**src/rtl/arm_mem_pkg.sv**
```systemverilog
// Shared types and widths for the ARM memory responder and its program loader.
package arm_mem_pkg;

  localparam int WORD_W = 32;
  localparam int BYTE_W = 8;

  typedef enum logic [1:0] {
    ST_IDLE  = 2'd0,
    ST_LOAD  = 2'd1,
    ST_WRITE = 2'd2,
    ST_RUN   = 2'd3
  } ld_state_e;

endpackage

```
**src/rtl/arm_mem_loader.sv**
```systemverilog
// Program loader: assembles little-endian image bytes into words, writes them into
// instruction memory and holds the core in reset until the image is complete.
module mem_loader
  import arm_mem_pkg::*;
#(
  parameter int IMEM_AW       = 6,
  parameter bit LOAD_ON_RESET = 1'b1
) (
  input  logic               clk,
  input  logic               rst_n,
  input  logic               ld_start,
  input  logic               ld_valid,
  input  logic [BYTE_W-1:0]  ld_byte,
  input  logic               ld_last,
  output logic               ld_ready,
  output logic               ld_overflow,
  output logic               core_reset,
  output logic               imem_we,
  output logic [IMEM_AW-1:0] imem_waddr,
  output logic [WORD_W-1:0]  imem_wdata,
  output ld_state_e          dbg_state,
  output logic [1:0]         dbg_byte_cnt
);

  localparam ld_state_e RESET_STATE = LOAD_ON_RESET ? ST_IDLE : ST_RUN;

  ld_state_e           state_q;
  logic [1:0]          byte_cnt_q;
  logic [IMEM_AW:0]    waddr_q;      // extra MSB marks "memory full"; saturates there
  logic [WORD_W-1:0]   buf_q;
  logic                last_q;
  logic                overflow_q;

  logic accept;
  logic room;

  // Handshake: a byte transfers when ld_valid && ld_ready at a rising edge;
  // ld_start in the same cycle wins and the byte is not taken.
  assign accept = ld_valid && (state_q == ST_LOAD) && !ld_start;
  assign room   = !waddr_q[IMEM_AW];

  always_ff @(posedge clk or negedge rst_n) begin
    if (!rst_n) begin
      state_q    <= RESET_STATE;
      byte_cnt_q <= '0;
      waddr_q    <= '0;
      buf_q      <= '0;
      last_q     <= 1'b0;
      overflow_q <= 1'b0;
    end else if (ld_start) begin
      state_q    <= ST_LOAD;
      byte_cnt_q <= '0;
      waddr_q    <= '0;
      buf_q      <= '0;
      last_q     <= 1'b0;
      overflow_q <= 1'b0;
    end else begin
      case (state_q)
        ST_LOAD: begin
          if (accept) begin
            buf_q[{byte_cnt_q, 3'b000} +: BYTE_W] <= ld_byte;
            byte_cnt_q <= byte_cnt_q + 2'd1;
            if (byte_cnt_q == 2'd3 || ld_last) begin
              state_q <= ST_WRITE;
              last_q  <= ld_last;
            end
          end
        end
        ST_WRITE: begin
          if (room) begin
            waddr_q <= waddr_q + 1'b1;
          end else begin
            overflow_q <= 1'b1;
          end
          buf_q      <= '0;
          byte_cnt_q <= '0;
          state_q    <= last_q ? ST_RUN : ST_LOAD;
        end
        default: ;
      endcase
    end
  end

  assign ld_ready     = (state_q == ST_LOAD);
  assign ld_overflow  = overflow_q;
  assign core_reset   = !rst_n || (state_q != ST_RUN);
  assign imem_we      = (state_q == ST_WRITE) && room && !ld_start;
  assign imem_waddr   = waddr_q[IMEM_AW-1:0];
  assign imem_wdata   = buf_q;
  assign dbg_state    = state_q;
  assign dbg_byte_cnt = byte_cnt_q;

endmodule

```
**src/rtl/arm_mem_system.sv**
```systemverilog
// Memory-side responder for the single-cycle ARM core: combinational instruction and
// data reads, clocked stores, and the program loader that fills instruction memory.
module arm_mem_system
  import arm_mem_pkg::*;
#(
  parameter int IMEM_AW       = 6,
  parameter int DMEM_AW       = 6,
  parameter bit LOAD_ON_RESET = 1'b1
) (
  input  logic               clk,
  input  logic               reset,
  input  logic [WORD_W-1:0]  pc,
  output logic [WORD_W-1:0]  instr,
  input  logic [WORD_W-1:0]  alu_result,
  input  logic [WORD_W-1:0]  write_data,
  input  logic               mem_write,
  output logic [WORD_W-1:0]  read_data,
  output logic               core_reset,
  input  logic               ld_start,
  input  logic               ld_valid,
  output logic               ld_ready,
  input  logic [BYTE_W-1:0]  ld_byte,
  input  logic               ld_last,
  output logic               ld_overflow,
  output logic [1:0]         dbg_state,
  output logic [1:0]         dbg_byte_cnt
);

  logic [WORD_W-1:0] imem [2**IMEM_AW];
  logic [WORD_W-1:0] dmem [2**DMEM_AW];

  logic               imem_we;
  logic [IMEM_AW-1:0] imem_waddr;
  logic [WORD_W-1:0]  imem_wdata;
  ld_state_e          state;

  logic pc_in_range;
  logic da_in_range;
  logic dmem_we;
  logic unused_byte_offsets;

  mem_loader #(
    .IMEM_AW       (IMEM_AW),
    .LOAD_ON_RESET (LOAD_ON_RESET)
  ) u_loader (
    .clk          (clk),
    .rst_n        (reset),
    .ld_start     (ld_start),
    .ld_valid     (ld_valid),
    .ld_byte      (ld_byte),
    .ld_last      (ld_last),
    .ld_ready     (ld_ready),
    .ld_overflow  (ld_overflow),
    .core_reset   (core_reset),
    .imem_we      (imem_we),
    .imem_waddr   (imem_waddr),
    .imem_wdata   (imem_wdata),
    .dbg_state    (state),
    .dbg_byte_cnt (dbg_byte_cnt)
  );

  assign dbg_state = state;

  // Any address bit above the array range makes the access miss: reads return 0, stores drop.
  assign pc_in_range = (pc[WORD_W-1:IMEM_AW+2] == '0);
  assign da_in_range = (alu_result[WORD_W-1:DMEM_AW+2] == '0);
  assign dmem_we     = mem_write && !core_reset && da_in_range;

  assign unused_byte_offsets = ^{pc[1:0], alu_result[1:0]};

  always_ff @(posedge clk) begin
    if (imem_we) begin
      imem[imem_waddr] <= imem_wdata;
    end
  end

  always_ff @(posedge clk) begin
    if (dmem_we) begin
      dmem[alu_result[DMEM_AW+1:2]] <= write_data;
    end
  end

  assign instr     = pc_in_range ? imem[pc[IMEM_AW+1:2]] : '0;
  assign read_data = da_in_range ? dmem[alu_result[DMEM_AW+1:2]] : '0;

endmodule
```
**config.mk**
```make
export PLATFORM = sky130hd
export DESIGN_NAME = arm_mem_system
export DESIGN_NICKNAME = d
export VERILOG_FILES = /design/src/rtl/arm_mem_pkg.sv /design/src/rtl/arm_mem_loader.sv /design/src/rtl/arm_mem_system.sv
export SDC_FILE = /design/constraint.sdc
export NUM_CORES = 2
export LEC_CHECK = 0
export CELL_PAD_IN_SITES_DETAIL_PLACEMENT = 0
export CELL_PAD_IN_SITES_GLOBAL_PLACEMENT = 1
export CORE_MARGIN = 5
export CORE_UTILIZATION = 55
export CTS_CLUSTER_DIAMETER = 100
export CTS_CLUSTER_SIZE = 14
export DETAILED_ROUTE_END_ITERATION = 8
export MAX_ROUTING_LAYER = met4
export PLACE_DENSITY = 0.87
export SYNTH_ARGS = -nofsm -noshare
export SYNTH_HDL_FRONTEND = slang
export SYNTH_SLANG_ARGS = --single-unit
export TNS_END_PERCENT = 5
```
**constraint.sdc**
```tcl
create_clock -name clk -period 3.6 [get_ports clk]
set_input_delay 0.36 -clock clk [delete_from_list [all_inputs] [get_ports clk]]
set_output_delay 0.36 -clock clk [all_outputs]
set_load 0.01 [all_outputs]
```
==> impl_results.md <==
* Final period utilization at 106%
* Syn nets at 7841
* Switching power at 19.8 mW
* Clock transition at path regs at 0.06 ns
* Post-Synthesis Cells at 7724
* FF-to-FF End: dmem[52][1]$_DFFE_PP_
* CTS sink cnt at 4141
* Worst-Margin Slew at 1.33 ns
* Die width at 549 um
* Clock root buffer: clkbuf_16
* Logic pwr share at 6.0%
* Seq/Total Area, Yosys at 77.8%
* Lkg Pwr at around 61 nW
* I/O Buffers at between 150 and 200
* Tmin final at 3.83 ns
* Critical Path End Type: primary output
* CP Data Required Time at 3.24 ns
* Status: complete, but fails checks
* Final setup vio count at 9
* Worst skew pair latency at 0.95 ns
* Hold WC Path Type: input pin to register
* Reg area at 124000 um2
* Crit path DAT at 3.47 ns
* Max VDD drop at just over 500 uV
* First-pass GRT wire length at 685000 um
* Max cap viols at 0
* CTS Buffer Depth at 4
* Critical path buffers and inverters at 4
* Multi-input gate area at approximately 34000 um2
* Hold Startpoint: write_data[13]
* Drt first pass iters at 6
* Setup_tns at -1.02 ns
* Post-CTS Repair Setup Buffers at 0
* R2R cell count at 8
* Syn avg cell area at 20.7 um2
* Area Growth Syn to Fin at 16.3%
* Vias in the first global route at 89500
* Proportion of layout cells with a drive suffix above 1 at 29.8%
* Final WS setup at -0.232 ns
* Placer Congestion at 0.927
* CTS HTree Levels at 5
* Largest net degree at the start of global routing at between 70 and 80
* Relative slew margins at 11.2%
* Rows at 197
* Fillers at ~18000
* Crit path max-delay cell type: clkdlybuf4s50_1
* RSZ-0062 raised after global routing: true
* CTS tree: yes
* CP Cell Sequence: buf_8, buf_12, nor2_4, buf_4, and3_1, a31oi_1, a31oi_1, a221oi_1, a41oi_2, clkdlybuf4s50_1
* DR WL/cell at 38.8 um
* Final hold vios at 0
* Post-synth top flop: edfxtp_1
* Hold Path Cell Cnt at 1
* F_max at roughly 260 MHz
* Switching share of power at 21.6%
* Total grt overflow at 0
* Vias at roughly 90000
* Crit Path Class: input pin to primary output
* Final wirelength at 491000 um
* Cell mode on critical path: a31oi_1
* Drt drc at 0
* R2R Setup Slk at 0.85 ns
* Initial core utilization at 55.3%
* Internal power at 72.1 mW
* DR iter-0 viols at 16300
* Post-synth EDFFs at 4096
* Cell family with most CP delay: buffers and inverters
* Die Y-Extent at 549 um
* NumNets Final at a little under 9000
* Setup Skew at between 0.05 and 0.06 ns
* Clock buffer count from CTS at 335
* FFs w/ async S/R, synth at 1.09%
* Hold endpoint: dmem[36][13]$_DFFE_PP_
* Clk pwr share at 36.4%
* Final slew viol count at 0
* Worst Setup Start Kind: input pin
* Crit Reg-Reg Startpoint: u_loader.dbg_state[0]$_DFFE_PN0P_
* Crit Path Max Fanout at 32
* ANT nets after route at 0
* Synth Cell Area at 160000 um2
* I/O pins at 181
* Via-to-Cell Ratio at 7.14
* Core Region at 288000 um2
* Max stage delay on crit path at 0.62 ns
* Synth unique cells at 80
* Initial antenna violation count at 31
* PwrDens at approximately 500 nW/um2
* Failing checks: negative setup slack
* GRT Total Usage at roughly 33%
* Ys Warns at 0
* Tot Pwr at between 90 and 100 mW
* Sequential power share at 57.6%
* DP Wirelength at 294000 um
* #FFs+latches synth at 4141
* Die ar. at 301000 um2
==> state kept, by name, indices dropped and copies added (netlist names) <==
signal / flops
u_loader.dbg_state: 2
u_loader.last_q: 1
u_loader.ld_overflow: 1
imem: 2048
u_loader.waddr_q: 7
u_loader.imem_wdata: 32
dmem: 2048
u_loader.dbg_byte_cnt: 2
==> repair_timing <==
action                                 4_1_cts  5_1_grt
pin swaps                                   17        7
hold buffers                                 9        0
setup endpoints to repair                   59       35
endpoints found under the hold margin      246        0
resized for setup                          186       44
==> stage by stage <==
stage	instances	setup slack, ns	area [um2]	hold slack [ns]	util [%]
after detailed placement	12200	-0.707	176000	0.519	60.9
after CTS	12700	-0.207	185000	0.00393	64.3
after global routing	12700	-0.222	186000	0.0357	64.3
after floorplan	7724	0.140	160000	0.0644	-
after global placement	12200	-0.736	176000	0.498	60.9
final	12700	-0.232	186000	0.0499	64.3
==> synth_stat cells (all sizes together), types with 111 or more instances <==
cell type     n  area share [%]
a221oi      185             1.0
nor2        271            0.64
a21oi       212            0.67
clkbuf      117            0.28
o21ai       154            0.48
mux4        681             9.6
a22oi       170            0.80
mux2        177             1.3
mux2i       350             2.2
buf         362             1.4
o22ai       111            0.44
nand2       165            0.39
edfxtp     4096              77
==> worst register-to-register path: cells and delay by family, from the launching register on <==
| family | cells | cell delay, ns |
|---|---|---|
| DFF | 1 | 0.32 |
| buffers and inverters | 4 | 0.97 |
| and+or+nand+nor | 4 | 1.05 |
==> cells in the final DEF (no fill, tap or decap), types with 25 or more instances in the layout <==
cell type	instances
a221oi_1	172
dlygate4sd2_1	27
nor2_4	133
clkbuf_1	38
a31oi_1	40
a22o_1	67
a211oi_1	34
nor2_1	130
buf_12	271
dfrtp_2	32
nand3_1	35
clkbuf_16	341
a22oi_1	168
nand2_1	164
o21ai_0	138
edfxtp_1	4096
buf_4	768
nor2b_1	45
a221o_1	36
diode_2	25
o22ai_1	107
buf_2	34
a21oi_1	192
clkdlybuf4s50_1	80
mux2_2	171
mux4_2	681
mux2i_1	346
==> worst max path at each step <==
stage	from	to	depth (start not counted)
finish	alu_result[4]	read_data[21]	10
global route	dmem[18][1]$_DFFE_PP_	read_data[1]	7
CTS	dmem[63][3]$_DFFE_PP_	read_data[3]	8
detailed placement	alu_result[2]	read_data[1]	10
global placement	alu_result[2]	read_data[1]	10
floorplan	alu_result[4]	dmem[12][0]$_DFFE_PP_	8
==> power groups by stage <==
stage	logic [mW]	clock network [mW]	registers, mW
2_1_floorplan	2.43	0	53.9
3_3_place_gp	5.06	0	54.0
3_5_place_dp	5.18	0	54.0
4_1_cts	5.32	33.6	52.9
5_1_grt	5.62	35.6	52.9
6_report	5.50	33.5	52.9
==> layout make-up <==
cell class | count | share of cell area [%]
Clock inverter | 26 | 0.256
Timing Repair Buffer | 1219 | 6.97
Clock buffer | 379 | 4.68
Inverter | 14 | 0.0330
Multi-Input combinational cell | 3090 | 18.6
Tap cell | 3781 | 2.55
Antenna cell | 25 | 0.0337
Sequential cell | 4141 | 66.9
==> per-layer routing <==
metal / up-vias / track usage, % / wire, um
li1: 34500 / - / -
met1: 46100 / 42.0 / 158000
met2: 8138 / 50.7 / 230000
met3: 1758 / 7.97 / 68700
met4: 0 / 17.7 / 34600
met5: - / - / 0
==> logic make-up (layout without fill, tap and decap cells) <==
group | count (synthesis) | in the layout | share of synthesized area, %
AO/OA/AOI/OAI | 1215 | 1215 | 5.44
multiplexers | 1208 | 1208 | 13.1
other | 0 | 25 | 0
buffers and inverters | 493 | 1638 | 1.72
AND/OR/NAND/NOR | 657 | 657 | 1.89
XOR/XNOR | 3 | 3 | 0.0165
adder cells (fa/ha/maj) | 7 | 7 | 0.0549
flip-flops | 4141 | 4141 | 77.8
Note: power is estimated with default switching activity, not from simulation.
